===== src/rtl/fx2_stream_mux.sv =====
// N-channel byte-stream arbiter feeding the single FX2 IN data path.
// Each grant is sent as a header byte {4'hA, chan}, the payload, then a pktend request.
module fx2_stream_mux #(
  parameter int N_CH         = 2,
  parameter int DW           = 8,
  parameter int MAX_BURST    = 510,
  parameter int IDLE_TIMEOUT = 64,
  parameter int RR_MODE      = 1
) (
  input  logic                 clk,
  input  logic                 reset,
  input  logic [N_CH*DW-1:0]   in_data,
  input  logic [N_CH-1:0]      in_rdy,
  input  logic [N_CH-1:0]      in_end,
  output logic [N_CH-1:0]      in_ack,
  output logic [7:0]           out_data,
  output logic                 out_rdy,
  output logic                 out_end,
  input  logic                 out_ack,
  output logic [3:0]           out_chan,
  output logic                 busy
);

  localparam int CW = (N_CH > 1) ? $clog2(N_CH) : 1;
  localparam logic [16:0] MAX_B = 17'(MAX_BURST);
  localparam logic [16:0] IDLE_T = 17'(IDLE_TIMEOUT);

  // state  | meaning
  // IDLE   | no grant; pick a winner when any channel requests
  // HEADER | present channel header byte for the latched grant
  // STREAM | pass granted channel bytes straight through to the FX2 writer
  // CLOSE  | request pktend, then release the grant
  typedef enum logic [1:0] {
    S_IDLE   = 2'd0,
    S_HEADER = 2'd1,
    S_STREAM = 2'd2,
    S_CLOSE  = 2'd3
  } state_t;

  state_t state, state_nxt;

  logic [CW-1:0] grant;
  logic [CW-1:0] rr_ptr;
  logic [CW-1:0] rr_next;
  logic [CW-1:0] win;
  logic          any_req;
  logic [15:0]   burst_cnt;
  logic [15:0]   idle_cnt;
  logic [16:0]   burst_inc;
  logic [16:0]   idle_inc;
  logic          burst_hit;
  logic          idle_hit;
  logic          g_rdy;
  logic          g_end;
  logic [DW-1:0] g_data;
  logic          xfer;

  // Winner search: scan from rr_ptr (round-robin) or from 0 (fixed priority).
  always_comb begin
    logic          found;
    logic [CW-1:0] cand;
    int            idx;
    win     = '0;
    found   = 1'b0;
    cand    = '0;
    idx     = 0;
    any_req = |in_rdy;
    for (int i = 0; i < N_CH; i++) begin
      idx = (RR_MODE != 0) ? int'(rr_ptr) + i : i;
      if (idx >= N_CH) idx = idx - N_CH;
      cand = CW'(idx);
      if (!found && in_rdy[cand]) begin
        found = 1'b1;
        win   = cand;
      end
    end
  end

  assign g_rdy     = in_rdy[grant];
  assign g_end     = in_end[grant];
  assign g_data    = in_data[grant*DW +: DW];
  assign xfer      = (state == S_STREAM) && g_rdy && out_ack;
  assign burst_inc = {1'b0, burst_cnt} + 17'd1;
  assign idle_inc  = {1'b0, idle_cnt} + 17'd1;
  assign burst_hit = burst_inc >= MAX_B;
  assign idle_hit  = idle_inc >= IDLE_T;
  assign rr_next   = (int'(grant) >= N_CH - 1) ? '0 : grant + 1'b1;

  always_ff @(posedge clk) begin
    if (reset) state <= S_IDLE;
    else       state <= state_nxt;
  end

  always_comb begin
    state_nxt = state;
    case (state)
      S_IDLE:   if (any_req) state_nxt = S_HEADER;
      S_HEADER: if (out_ack) state_nxt = S_STREAM;
      S_STREAM: begin
        if (xfer && (g_end || burst_hit))
          state_nxt = S_CLOSE;
        else if (!g_rdy && idle_hit)
          state_nxt = S_CLOSE;
      end
      S_CLOSE:  if (out_ack) state_nxt = S_IDLE;
      default:  state_nxt = S_IDLE;
    endcase
  end

  always_comb begin
    in_ack   = '0;
    out_data = '0;
    out_rdy  = 1'b0;
    out_end  = 1'b0;
    out_chan = 4'(grant);
    busy     = (state != S_IDLE);
    case (state)
      S_HEADER: begin
        out_rdy  = 1'b1;
        out_data = {4'hA, out_chan};
      end
      S_STREAM: begin
        out_rdy       = g_rdy;
        out_data      = g_data;
        in_ack[grant] = g_rdy && out_ack;
      end
      S_CLOSE:  out_end = 1'b1;
      default: ;
    endcase
  end

  // Grant, rr pointer and the saturating burst/idle counters.
  always_ff @(posedge clk) begin
    if (reset) begin
      grant     <= '0;
      rr_ptr    <= '0;
      burst_cnt <= '0;
      idle_cnt  <= '0;
    end else begin
      case (state)
        S_IDLE: if (any_req) grant <= win;
        S_HEADER: begin
          if (out_ack) begin
            burst_cnt <= '0;
            idle_cnt  <= '0;
          end
        end
        S_STREAM: begin
          if (xfer) begin
            burst_cnt <= burst_inc[16] ? 16'hFFFF : burst_inc[15:0];
            idle_cnt  <= '0;
          end else if (!g_rdy) begin
            idle_cnt  <= idle_inc[16] ? 16'hFFFF : idle_inc[15:0];
          end
        end
        S_CLOSE: if (out_ack && (RR_MODE != 0)) rr_ptr <= rr_next;
        default: ;
      endcase
    end
  end

endmodule


===== config.mk =====
export PLATFORM = sky130hd
export DESIGN_NAME = fx2_stream_mux
export DESIGN_NICKNAME = d
export VERILOG_FILES = /design/src/rtl/fx2_stream_mux.sv
export SDC_FILE = /design/constraint.sdc
export NUM_CORES = 1
export LEC_CHECK = 0
export CORE_MARGIN = 2
export CORE_UTILIZATION = 64
export CTS_CLUSTER_SIZE = 12
export DETAILED_ROUTE_END_ITERATION = 16
export DONT_BUFFER_PORTS = 1
export HOLD_SLACK_MARGIN = 0.02
export PLACE_DENSITY = 0.8
export SYNTH_ARGS = -nofsm -noshare
export SYNTH_HDL_FRONTEND = slang
export SYNTH_SLANG_ARGS = --single-unit

===== constraint.sdc =====
create_clock -name clk -period 2.8 [get_ports clk]
set_input_delay 0 -clock clk [delete_from_list [all_inputs] [get_ports clk]]
set_output_delay 0 -clock clk [all_outputs]
set_load 0.1 [all_outputs]

---- Word-level counts from Yosys, hierarchy flattened ----
Index checks and enable logic that the tools add are counted.
storage, ports and cells
  register bits ........................... 36
cells by class
  equal/unequal tests ..................... 9
  bitwise gates (word level) .............. 1
  shift-type cells ........................ 1
  multiplexer cells ....................... 34
  reduce and logical (&&, ||, !) cells .... 19
  magnitude comparators ................... 9
  add/subtract/negate cells ............... 6
operators with widths
  operator                                                     number
  2-to-1 mux 16 bit                                            6
  one-hot mux 16 bit (2 select lines)                          2
  adder 16 x 1 -> 17 bit (second input constant)               2
  >= comparator 17 x 7 -> 1 bit (second input constant)        1
  >= comparator 17 x 9 -> 1 bit (second input constant)        1
  2-to-1 mux 1 bit                                             16
  one-hot mux 8 bit (2 select lines)                           1
  variable part select 16 x 5 -> 8 bit                         1
  2-to-1 mux 2 bit                                             6
  != test 2 bit (second input constant)                        4
  one-hot mux 2 bit (4 select lines)                           1
  logical AND 1 bit                                            7
  less-than comparator 1 x 2 -> 1 bit (second input constant)  3
  AND reduction 3 bit                                          2
  equality test 2 bit (second input constant)                  2
  AND reduction 2 bit                                          2
  AND reduction 4 bit                                          1
  nonzero test 2 bit                                           2
  != test 3 x 1 -> 1 bit (second input constant)               1
  != test 3 bit (second input constant)                        1
  adder 1 x 1 -> 2 bit (second input constant)                 1
  bitwise AND 2 bit                                            1
  equality test 2 x 1 -> 1 bit (second input constant)         1
  >= comparator 1 bit (second input constant)                  2
  10 further kinds                                             12

---- Logic depth before layout (Yosys ltp) ----
Gate-level depths: netlist (run 1).
  word-level depth ........................ 8
  gate-level depth with buffers ........... 9
  mapped depth without buffers ............ 9

---- Worst setup path after synthesis (run 1) ----
OpenSTA, ideal clock, no wires.
  path type ............................... register -> output
  start point ............................. register grant
  end point ............................... output port in_ack[0]
  slack ................................... 0.079 ns
  arrival time ............................ 2.721 ns
  cell stages (with the launch flop) ...... 3
  buffers on the path ..................... 1
  data required time ...................... 2.800 ns
  cell sequence ........................... dfxtp_1 buf_1 nor3_1
on the way
  longest elaborated chain between the ends .. 6
  elaborated cells between the ends (all ways) .. 10
  those cells by class .................... 2 x order compare; 5 x mux; 1 x bitwise; 2 x reduce/logical
RTL lines
  item                                                                                                     RTL line  RTL
  start: declaration                                                                                       42        logic [CW-1:0] grant;
  start signal: assignment                                                                                 141       S_IDLE: if (any_req) grant <= win;
  less-than comparator 1 x 2 -> 1 bit (not written as such) / >= comparator 1 bit (equally long branches)  125       in_ack[grant] = g_rdy && out_ack;
  logical AND 1 bit                                                                                        125
  2-to-1 mux 1 bit (not written as such)                                                                   125
  demux 1 bit (select 1 bit)                                                                               125
  bitwise AND 2 bit (no source line) (*)                                                                   -
  2-to-1 mux 2 bit (*)                                                                                     117       case (state)
  end: declaration                                                                                         15        output logic [N_CH-1:0] in_ack,
Mark *: on every way between the ends. The rest lies on a longest branch, timed or not. The select of a mux whose other input is x is not followed.

---- Worst setup path after layout (run 1) ----
  start point ............................. register burst_cnt[0]
  end point ............................... register state[1]
on the way
  longest elaborated chain between the ends .. 6
  elaborated cells between the ends (all ways) .. 8
  those cells by class .................... 1 x add/sub; 1 x order compare; 1 x eq/ne; 2 x mux; 3 x reduce/logical
RTL lines
  item                                                                                               RTL line  RTL
  start: declaration                                                                                 47        logic [15:0] burst_cnt;
  start signal: assignment                                                                           150       burst_cnt <= burst_inc[16] ? 16'hFFFF : burst_inc[15:0];
  adder 16 x 1 -> 17 bit (*)                                                                         83        assign burst_inc = {1'b0, burst_cnt} + 17'd1;
  >= comparator 17 x 9 -> 1 bit (*)                                                                  85        assign burst_hit = burst_inc >= MAX_B;
  logical OR 1 bit (*)                                                                               100       if (xfer && (g_end || burst_hit))
  logical AND 1 bit (*)                                                                              100
  != test 3 x 1 -> 1 bit (no source line) / 2-to-1 mux 2 bit (equally long branches)                 -
  AND reduction 4 bit (no source line) / one-hot mux 2 bit (4 select lines) (equally long branches)  -
  end signal: assignment                                                                             91        else state <= state_nxt;
  end: declaration                                                                                   40        state_t state, state_nxt;
Mark *: on every way between the ends. The rest lies on a longest branch, timed or not.
A chain may end at the register's enable or synchronous reset.

==> reports/metrics.csv, run 1 <==
metric,value,unit
Residual DRC,0,
startpoint types,register,
setup TNS,0,ns
slowest CP cell,dfxtp_1,
Hold Path Cell Cnt,3,
1st-iter DRT viols,251,
pwr/cell area,674,nW/um^2
FF-to-FF path depth,8,
Crit path largest cell delay,0.44,ns
Fin. Hold Viols,0,
critical path required time,3.02,ns
Post-Synthesis Cells,369,
via count,2653,
setup repair bufs after CTS,0,
CP max FO,10,
total of max-cap violations,0,
clk buf depth,2,
sw power,914,uW
clk_skew,0.00639,ns
Post-DP HPWL,4360,um
DR vias/cell,6.32,
Reg power frac,28.5,%
"CP delay by family, top",simple AND/OR/NAND/NOR gates,
worst skew pair latency,0.29,ns
WHS,0.0479,ns
antenna diode count,0,
Worst Max-Slew Pin Slew,0.600,ns
Syn Std Cell Area,2720,sq um
min-delay worst type,in -> reg,
initial core utilization,67.4,%
internal power,1050,uW
fill count,331,
vias in the first global route,2470,
most common cell in the synthesized netlist,nor2_1,
syn_area_per_cell,7.36,sq um
Die Wd,69.1,um
area delta synth->final,7.51,%
Switching Fraction,46.4,%
final WL,6470,um
"Design Area, Final",2920,sq um
top-area cell type share of the netlist area,26.5,%
Clock Tree Root,clkbuf_8,
drt pass-1 iters,5,
largest net degree at the start of global routing,38,
number of synthesized register bits,36,
distinct cell type count after synthesis,62,
# port buffers,0,
Clock H-tree levels,2,
Finished Layout Cells,420,
Layout Nets,400,
LEAKAGE,0.00103,uW
period utilization,82.7,%
Design Power,1970,uW
Synth area leader,dfxtp_1,
CTS sink cnt,36,
Max transition margin,59.6,%
Worst Setup End Kind,register,
first-pass GRT wire length,10900,um
peak supply drop,0.396,mV
combinational group share of total power,48.3,%
fmax,432,MHz
Die Span Y,69.1,um
Slew Limit Fails,0,
critical path depth,8,
DRT antenna net count,0,
async set-reset flop share out of synthesis,0,%
CTS Buf Count,5,
placed insts,408,
clk slew on worst S/H paths,0.08,ns
layout cells sized above 1,14.3,%
Yosys warnings,0,
Placed Area,2760,sq um
number of synthesized flops with an enable pin,0,
Routed WL per cell,15.4,um
sequential fraction of the synthesis area,26.5,%
Clock power frac,23.2,%
Boundary Pins,40,
final setup violating endpoints,0,
area of the die,4780,sq um
CP Cell Sequence,ha_1 > nand3_2 > or3_1 > a211oi_2 > nor4_1 > a31o_2 > a31oi_2 > mux2i_1,
outcome,completed,
final weighted congestion in routability-driven placement,0.901,
Setup Crit Path Kind,reg -> reg,
# rows,23,
Critical Path AT,2.54,ns
grt ovf,0,
antenna violations before repair,0,
CORE AREA,4030,sq um
sum of buffers and inverters on the critical path,0,
Final min period,2.31,ns
CTS tree,built,
RSZ-0062 raised after global routing,no,
Area contributors post-synth,"dfxtp_1 27%, nor2_1 7.3%, a21oi_1 7.2%, o21ai_0 5.3%, mux2i_1 4.1%",
ys flop type,dfxtp_1,
Synth top cells by count,"53 x nor2_1, 39 x a21oi_1, 36 x dfxtp_1",
GRT Overall Usage,27.0,%
area by class of cell:
| cell class | count | area (sq um) | share of cell area (%) |
|---|---|---|---|
| multi-input cells | 294 | 1780 | 61.0 |
| flip-flops and latches | 36 | 722 | 24.7 |
| repair buffers | 22 | 203 | 6.94 |
| clock buffers | 5 | 68.8 | 2.36 |
| well taps | 50 | 62.6 | 2.14 |
| clock inverters | 3 | 42.5 | 1.46 |
| inverters | 10 | 38.8 | 1.33 |
power groups by stage:
stage | combinational (uW) | clock (uW) | sequential, uW
after floorplan | 752 | 0 | 558
after global placement | 904 | 0 | 570
after detailed placement | 918 | 0 | 573
after CTS | 940 | 463 | 561
after global routing | 1010 | 486 | 564
final | 950 | 457 | 561
tightest hold or removal path, cell delays in order:
cell	delay (ns)
o21bai_1	0.08
a31oi_1	0.11
o21a_1	0.11
cell families (layout without fill, tap and decap cells):
family                   after synthesis  count (layout)  synth area share (%)
AO/OA/AOI/OAI                        115             115                  25.7
XOR/XNOR                               9               9                  2.90
adder cells (fa/ha/maj)                8               8                  3.69
buffers and inverters                 41              40                  8.94
flip-flops                            36              36                  26.5
multiplexers                          12              12                  4.47
other                                  1               3                 0.138
AND/OR/NAND/NOR                      147             147                  27.6
registers in the layout (all words and copies together), names as in the netlist:
name	cells
burst_cnt	16
grant	1
idle_cnt	16
rr_ptr	1
state	2
stage by stage:
step	setup WS, ns	util (%)
4_1_cts	0.487	72.5
6_report	0.485	72.5
5_1_grt	0.231	72.5
3_3_place_gp	0.564	68.4
2_1_floorplan	0.0786	-
3_5_place_dp	0.504	68.4
what timing repair did:
item	CTS	global route
resized for setup	0	0
hold endpoints to repair	36	0
endpoints found under the setup margin	0	0
hold buffers	4	0
cells in the final DEF, fill, tap and decap left out, types with 4 or more instances in the layout:
cell / netlist / final
nor2_1: 53 / 47
a21oi_1: 39 / 39
dfxtp_1: 36 / 35
o21ai_0: 29 / 29
nand2_1: 24 / 24
buf_4: 8 / 17
nor3_1: 14 / 13
nand3_1: 12 / 12
mux2i_1: 11 / 11
a31oi_1: 10 / 10
inv_1: 9 / 9
o22ai_1: 8 / 8
ha_1: 8 / 8
xnor2_1: 7 / 7
nor2_2: 0 / 6
nand4_1: 6 / 6
and3_1: 5 / 5
nor4_1: 5 / 5
clkbuf_8: 1 / 5
o21a_1: 4 / 4
a21o_1: 4 / 4
worst paths after layout:
| check | to | startpoint | slack (ns) |
|---|---|---|---|
| setup / recovery | state[1] | burst_cnt[0] | 0.49 |
| hold / removal | state[0] | out_ack | 0.05 |
| setup reg to reg | state[1] | burst_cnt[0] | 0.49 |
| hold reg to reg | burst_cnt[14] | burst_cnt[14] | 0.46 |
layer usage:
metal  routed length, um  vias up  track usage (%)  share of wire, %
met4                  58        0             9.37              0.90
li1                    -     1320                -                 -
met1                2910     1196             36.9                45
met3                 603        6             5.26               9.3
met2                2900      131             42.5                45
met5                   0        -                0                 0
(Power assumes the default switching activity.)
==> run 2, diff against run 1 <==
--- a/config.mk
+++ b/config.mk
@@ -6,12 +6,12 @@
 export NUM_CORES = 1
 export LEC_CHECK = 0
 export CORE_MARGIN = 2
-export CORE_UTILIZATION = 64
+export CORE_UTILIZATION = 58
 export CTS_CLUSTER_SIZE = 12
 export DETAILED_ROUTE_END_ITERATION = 16
 export DONT_BUFFER_PORTS = 1
 export HOLD_SLACK_MARGIN = 0.02
-export PLACE_DENSITY = 0.8
+export PLACE_DENSITY = 0.76
 export SYNTH_ARGS = -nofsm -noshare
 export SYNTH_HDL_FRONTEND = slang
 export SYNTH_SLANG_ARGS = --single-unit
==> constraint.sdc (replaced) <==
create_clock -name clk -period 1.94 [get_ports clk]
set_input_delay 0 -clock clk [delete_from_list [all_inputs] [get_ports clk]]
set_output_delay 0 -clock clk [all_outputs]
set_load 0.1 [all_outputs]
==> run 2 against run 1 <==
The flow now finishes with violations (setup timing). Fmax is 3.7% higher. First-iteration DRC count is 17% higher. Combinational power is 78% higher. Cell area is 23% higher. Register-to-register slack worse by 0.78 ns. Cell count is 15% higher. Largest cell class unchanged. Sequential cell count stayed put. Die area is 9.7% higher. Critical path depth stayed put. Count of clock-buffer cells in the layout is 1 higher.
==> reports/metrics.csv, run 2 (synthesized netlist as in run 1, its figures left out) <==
metric,value,unit,change
outcome,"finished, violations left",,
violated checks,setup timing,,
"Design Area, Final",3600,sq um,+23%
final worst setup slack,-0.291,ns,-0.777 ns
antenna violations before repair,0,,unchanged
vias in the first global route,3038,,+23%
fmax,448,MHz,+3.7%
pwr/cell area,839,nW/um^2,+24%
grt ovf,0,,unchanged
area delta synth->final,32.5,%,
Boundary Pins,40,,unchanged
M1 wire length,3320,um,+14%
CTS Buf Count,5,,unchanged
Die Wd,72.4,um,+4.8%
CP max FO,3,,-7
1st-iter DRT viols,294,,+17%
Worst Setup End Kind,register,,
Final Util,81.0,%,+8.5 points
worst skew pair latency,0.30,ns,about the same
top flop regs,"burst_cnt (16), idle_cnt (16), state (2)",,
reg2reg setup slack,-0.29,ns,-0.78 ns
Min-Delay Endpoint,state[0],,
met2 routed WL,4620,um,+60%
"most common cell after layout, fill and taps aside",buf_4,,
multi-input logic area,1960,sq um,+10%
GRT Overall Usage,33.6,%,+6.5 points
via count,3176,,+20%
first-pass GRT wire length,13900,um,+27%
layout cells sized above 1,34.2,%,+20 points
fill count,269,,-19%
Hold Path Cell Cnt,3,,unchanged
placed insts,464,,+14%
slowest CP cell,or4_4,,
Placed Area,3210,sq um,+16%
Clock H-tree levels,2,,unchanged
Fin. Hold Viols,0,,unchanged
Routed WL per cell,18.6,um,+21%
final WL,8970,um,+39%
Clock Tree Root,clkbuf_8,,
Die Span Y,72.4,um,+4.8%
critical path required time,2.16,ns,-0.86 ns
# rows,24,,+4.3%
FF-to-FF path depth,8,,unchanged
# port buffers,0,,unchanged
clk slew on worst S/H paths,0.08,ns,about the same
Slew Limit Fails,0,,unchanged
Worst Max-Slew Pin Slew,0.680,ns,+0.0799 ns
Crit path largest cell delay,0.49,ns,+0.05 ns
Hold Crit Start,out_ack,,
register area,741,sq um,+2.6%
Crit Reg-Reg Endpoint,state[1],,
clk_skew,0.0111,ns,+0.00469 ns
min-delay worst type,in -> reg,,
area of the die,5240,sq um,+9.7%
"CP delay by family, top",simple AND/OR/NAND/NOR gates,,
total of max-cap violations,0,,unchanged
period utilization,115,%,+32 points
clk buf depth,2,,unchanged
DRT antenna net count,0,,unchanged
final weighted congestion in routability-driven placement,0.903,,+0.20%
largest net degree at the start of global routing,38,,unchanged
initial core utilization,61.1,%,-6.3 points
CP Cell Sequence,ha_4 > nor2b_4 > or4_4 > a211oi_4 > nor4_2 > a31o_2 > a31oi_4 > mux2i_1,,
Final min period,2.23,ns,-0.0831 ns
Layout Nets,461,,+15%
pre-CTS setup slack,-0.291,ns,-0.795 ns
met3 wire length,591,um,-2.0%
Crit Reg-Reg Startpoint,burst_cnt[0],,
final setup violating endpoints,2,,+2
peak supply drop,1.44,mV,+260%
sum of buffers and inverters on the critical path,0,,unchanged
Finished Layout Cells,482,,+15%
CORE AREA,4440,sq um,+10%
Residual DRC,0,,unchanged
DR vias/cell,6.59,,+4.3%
Max transition margin,54.1,%,-5.5 points
uppermost layer routed,met4,,
antenna diode count,0,,unchanged
CTS tree,built,,
startpoint types,register,,
setup TNS,-0.482,ns,-0.482 ns
drt pass-1 iters,7,,+2
RSZ-0062 raised after global routing,yes,,
Critical Path AT,2.45,ns,-0.09 ns
Post-DP HPWL,5520,um,+27%
CTS sink cnt,36,,unchanged
LEAKAGE,0.00138,uW,+34%
Setup Crit Path Kind,reg -> reg,,
most frequent cells in the layout,"70 x buf_4, 45 x nor2_1, 39 x a21oi_1, 28 x o21ai_0",,
-- run 2: worst max-delay path by stage --
| stage | from | to | slack, ns | cells past startpoint |
|---|---|---|---|---|
| global placement | burst_cnt[1] | state[1] | -0.19 | 9 |
| finish | burst_cnt[0] | state[1] | -0.29 | 8 |
| floorplan | state[0] | out_data[1] | -0.34 | 5 |
| CTS | burst_cnt[0] | state[1] | -0.19 | 8 |
| detailed placement | burst_cnt[1] | state[1] | -0.29 | 9 |
| global route | burst_cnt[1] | state[1] | -0.31 | 9 |
-- run 2: stage by stage --
stage | hold slack (ns) | power [uW]
after floorplan | 0.180 | 1920
after CTS | 0.0249 | 2930
after detailed placement | 0.0692 | 2370
final | 0.0241 | 3020
after global placement | 0.0681 | 2320
after global routing | 0.0418 | 3130
-- run 2: final cells by class --
| class | instances | area share (%) |
|---|---|---|
| clock inverter | 1 | 0.139 |
| multi-input combinational | 294 | 54.5 |
| inverter | 10 | 1.18 |
| clock buffer | 6 | 2.02 |
| tap | 52 | 1.81 |
| sequential | 36 | 20.6 |
| timing repair buffer | 83 | 19.8 |
-- run 2: report_power, final --
| part | internal [uW] | total [uW] | switching (uW) |
|---|---|---|---|
| clock network | 245 | 539 | 294 |
| logic | 551 | 1690 | 1140 |
| registers | 765 | 795 | 30.1 |
-- run 2: layer usage --
| metal | GRT usage (%) | vias to the layer above |
|---|---|---|
| met4 | 17.3 | 0 |
| li1 | - | 1447 |
| met5 | 0 | - |
| met2 | 59.8 | 189 |
| met3 | 5.83 | 49 |
| met1 | 38.3 | 1491 |
-- run 2: tightest hold or removal path, stage by stage --
cell      delay (ns)
o21bai_1        0.09
a31oi_1         0.09
o21a_1          0.10
-- run 2: what timing repair did --
action / CTS / global route
pin swaps: 9 / 5
hold buffers: 4 / 0
resized for setup: 15 / 35
buffers inserted: 6 / 2
endpoints found under the setup margin: 4 / 36
endpoints found under the hold margin: 36 / 0
==> run 3, diff against run 2 <==
--- a/config.mk
+++ b/config.mk
@@ -12,6 +12,7 @@
 export DONT_BUFFER_PORTS = 1
 export HOLD_SLACK_MARGIN = 0.02
 export PLACE_DENSITY = 0.76
+export SETUP_SLACK_MARGIN = 0.4
 export SYNTH_ARGS = -nofsm -noshare
 export SYNTH_HDL_FRONTEND = slang
 export SYNTH_SLANG_ARGS = --single-unit
==> run 3 against run 2 <==
The run now fails in 5_1_grt. Synthesized cell count stayed put. Synthesized area is the same.
==> reports/metrics.csv, run 3 <==
metric,value,unit,change
outcome,aborted with a tool error,,
Stop stage,5_1_grt,,
Error,[ERROR GRT-0232] Routing congestion too high. Check the congestion heatmap in the GUI.,,
syn_area_per_cell,7.36,sq um,unchanged
# port buffers,0,,unchanged
worst endpoint type,register input,,
final weighted congestion in routability-driven placement,0.922,,+2.1%
Die Span Y,72.4,um,unchanged
ys flop type,dfxtp_1,,
sequential fraction of the synthesis area,26.5,%,unchanged
Post-DP HPWL,5100,um,-7.5%
initial core utilization,61.1,%,unchanged
most common cell in the synthesized netlist,nor2_1,,
worst setup endpoint GRT,state[1]$_SDFFE_PP0P_/D,,
Synth top cells by count,"53 x nor2_1, 39 x a21oi_1, 36 x dfxtp_1",,
Boundary Pins,40,,unchanged
number of synthesized flops with an enable pin,0,,unchanged
Synth area leader,dfxtp_1,,
Yosys warnings,0,,unchanged
Area contributors post-synth,"dfxtp_1 27%, nor2_1 7.3%, a21oi_1 7.2%, o21ai_0 5.3%, mux2i_1 4.1%",,
CTS sink cnt,36,,unchanged
Post-Synthesis Cells,369,,unchanged
GRT Overall Usage,64.4,%,
Placed Area,3330,sq um,+3.6%
number of synthesized register bits,36,,unchanged
top-area cell type share of the netlist area,26.5,%,unchanged
Die Wd,72.4,um,unchanged
Clock H-tree levels,2,,unchanged
Syn Std Cell Area,2720,sq um,unchanged
Clock Tree Root,clkbuf_8,,
CTS Buf Count,5,,unchanged
async set-reset flop share out of synthesis,0,%,unchanged
clk buf depth,2,,unchanged
distinct cell type count after synthesis,62,,unchanged
# rows,24,,unchanged
grt ovf,1,,
largest net degree at the start of global routing,38,,
==> run 3: cell counts after synthesis <==
No cell type changed its count.
==> run 3: layer usage <==
metal  track usage [%]  overflow
met5              15.2         0
met4              55.3         0
met3              37.9         0
met2              87.3         1
met1              69.6         0
==> run 3: metrics by stage <==
step	setup slack, ns	instances
after detailed placement	-0.293	458
after CTS	-0.169	480
after global placement	-0.196	458
after floorplan	-0.156	371
==> run 3: cells by family after synthesis <==
family / after synthesis / synth area share (%)
AO/OA/AOI/OAI: 115 / 25.7
multiplexers: 12 / 4.47
AND/OR/NAND/NOR: 147 / 27.6
flip-flops: 36 / 26.5
adder cells (fa/ha/maj): 8 / 3.69
XOR/XNOR: 9 / 2.90
buffers and inverters: 41 / 8.94
other: 1 / 0.138
==> run 3: timing repair <==
item	CTS
pin swaps	32
gates resized for setup	80
setup endpoints to repair	45
gates cloned	0
buffers inserted	11
endpoints found under the hold margin	36
hold buffers	4
==> run 4, diff against run 3 <==
==> config.mk (replaced) <==
export PLATFORM = sky130hd
export DESIGN_NAME = fx2_stream_mux
export DESIGN_NICKNAME = d
export VERILOG_FILES = /design/src/rtl/fx2_stream_mux.sv
export SDC_FILE = /design/constraint.sdc
export NUM_CORES = 1
export LEC_CHECK = 0
export CORE_MARGIN = 2
export CORE_UTILIZATION = 40
export DETAILED_ROUTE_END_ITERATION = 16
export DONT_BUFFER_PORTS = 1
export PLACE_DENSITY_LB_ADDON = 0.15
export SYNTH_ARGS = -nofsm -noshare
export SYNTH_HDL_FRONTEND = slang
export SYNTH_SLANG_ARGS = --single-unit
==> constraint.sdc (replaced) <==
create_clock -name clk -period 2.5 [get_ports clk]
set_input_delay 0 -clock clk [delete_from_list [all_inputs] [get_ports clk]]
set_output_delay 0 -clock clk [all_outputs]
set_load 0.1 [all_outputs]
==> run 4 against run 3 <==
The run now ends clean.
==> reports/metrics.csv, run 4 (synthesized netlist as in run 1, its figures left out) <==
metric,value,unit,change
outcome,completed,,
setup TNS,0,ns,
Crit Reg-Reg Startpoint,burst_cnt[1],,
Residual DRC,0,,
LEAKAGE,0.00105,uW,
Worst Max-Slew Pin Slew,0.608,ns,
Die Wd,86.4,um,+19%
placed insts,447,,-2.4%
setup repair bufs after CTS,0,,-11
final setup violating endpoints,0,,
RSZ-0062 raised after global routing,no,,
CP Cell Sequence,inv_1 > ha_1 > nor2b_1 > or4_1 > a211oi_2 > nor4_1 > a31o_2 > a31oi_2 > mux2i_1,,
CP max FO,5,,
sw power,1010,uW,
final weighted congestion in routability-driven placement,0.812,,-12%
Crit path largest cell delay,0.47,ns,
reg2reg setup slack,0.18,ns,
combinational group share of total power,51.9,%,
CTS tree,built,,
slowest CP cell,or4_1,,
clk_skew,0.00640,ns,
first-pass GRT wire length,11800,um,
Slew Limit Fails,0,,
Die Span Y,86.4,um,+19%
Final Util,44.7,%,
vias in the first global route,2549,,
clk slew on worst S/H paths,0.07,ns,
most frequent cells in the layout,"47 x nor2_1, 39 x a21oi_1, 34 x dfxtp_1, 29 x o21ai_0, 27 x buf_4",,
Design Power,2100,uW,
startpoint types,register,,
CTS Buf Count,5,,unchanged
worst skew pair latency,0.28,ns,
GRT Overall Usage,19.4,%,
FF-to-FF path depth,9,,
"most common cell after layout, fill and taps aside",nor2_1,,
DRT antenna net count,0,,
area of the die,7460,sq um,
layout cells sized above 1,16.4,%,
Switching Fraction,48.2,%,
WHS,0.0459,ns,
pwr/cell area,703,nW/um^2,
Clock power frac,18.6,%,
Hold Crit Start,out_ack,,
min-delay worst type,in -> reg,,
clk buf depth,2,,unchanged
final WL,6760,um,
CTS sink cnt,36,,unchanged
Clock Tree Root,clkbuf_8,,
Routed WL per cell,14.8,um,
Crit Reg-Reg Endpoint,state[1],,
Finished Layout Cells,458,,
largest net degree at the start of global routing,38,,
fmax,431,MHz,
via count,2614,,
# rows,30,,+25%
peak supply drop,0.398,mV,
1st-iter DRT viols,108,,
critical path required time,2.71,ns,
Critical Path AT,2.53,ns,
area delta synth->final,9.95,%,
Boundary Pins,40,,unchanged
Clock H-tree levels,2,,unchanged
drt pass-1 iters,4,,
CORE AREA,6680,sq um,
crit path launch,burst_cnt[1],,
Final min period,2.32,ns,
Reg power frac,29.5,%,
antenna diode count,0,,
period utilization,92.7,%,
internal power,1090,uW,
fill count,696,,
Layout Nets,409,,
# port buffers,0,,unchanged
top flop regs,"burst_cnt (16), idle_cnt (16), state (2)",,
antenna violations before repair,0,,
grt ovf,0,,
DR vias/cell,5.71,,
initial core utilization,40.6,%,-20 points
Setup crit end,state[1],,
Fin. Hold Viols,0,,
total of max-cap violations,0,,
Setup Crit Path Kind,reg -> reg,,
Worst Setup End Kind,register,,
Max transition margin,59.3,%,
Post-DP HPWL,4900,um,-3.8%
run 4: how the worst min path moves through the flow:
stage / to / slack (ns) / cells past startpoint
6_report: state[0] / 0.05 / 3
5_1_grt: state[0] / 0.06 / 3
4_1_cts: state[0] / 0.04 / 3
3_5_place_dp: grant / 0.08 / 1
3_3_place_gp: grant / 0.07 / 1
2_1_floorplan: grant / 0.18 / 2
run 4: area by class of cell:
| class | instances | area (sq um) | area share [%] |
|---|---|---|---|
| timing repair buffer | 31 | 253 | 8.47 |
| clock buffer | 6 | 72.6 | 2.43 |
| inverter | 10 | 38.8 | 1.30 |
| clock inverter | 1 | 5.00 | 0.168 |
| tap | 80 | 100 | 3.35 |
| sequential | 36 | 723 | 24.2 |
| multi-input combinational | 294 | 1790 | 60.1 |
run 4: metal layers:
| metal | GRT usage [%] | wire length [um] |
|---|---|---|
| met5 | 0 | 0 |
| met4 | 7.10 | 78 |
| met3 | 3.33 | 165 |
| met2 | 32.5 | 3300 |
| met1 | 24.9 | 3220 |
run 4: worst max-delay path: cells and delay by family (launching register included):
family	cells	cell delay (ns)
mux	1	0.19
compound gates	3	0.64
flops	1	0.40
simple gates	3	0.67
fa+ha+maj	1	0.28
buf+inv	1	0.07
run 4: what timing repair did:
| action | 4_1_cts | 5_1_grt |
|---|---|---|
| setup endpoints to repair | 0 | 1 |
| gates resized for setup | 0 | 2 |
| hold buffers | 4 | 0 |
| endpoints found under the hold margin | 36 | 0 |
run 4: through the flow:
| stage | instance area (sq um) | setup slack, ns |
|---|---|---|
| after global routing | 2990 | 0.0242 |
| after floorplan | 2730 | 0.201 |
| final | 2990 | 0.182 |
| after CTS | 2980 | 0.149 |
| after detailed placement | 2850 | 0.180 |
| after global placement | 2850 | 0.232 |
run 4: power by group through the flow:
stage	Combinational [uW]	Clock (uW)	Sequential [uW]
6_report	1090	390	620
5_1_grt	1160	430	623
4_1_cts	1090	409	619
3_5_place_dp	1070	0	632
3_3_place_gp	1060	0	631
2_1_floorplan	843	0	625
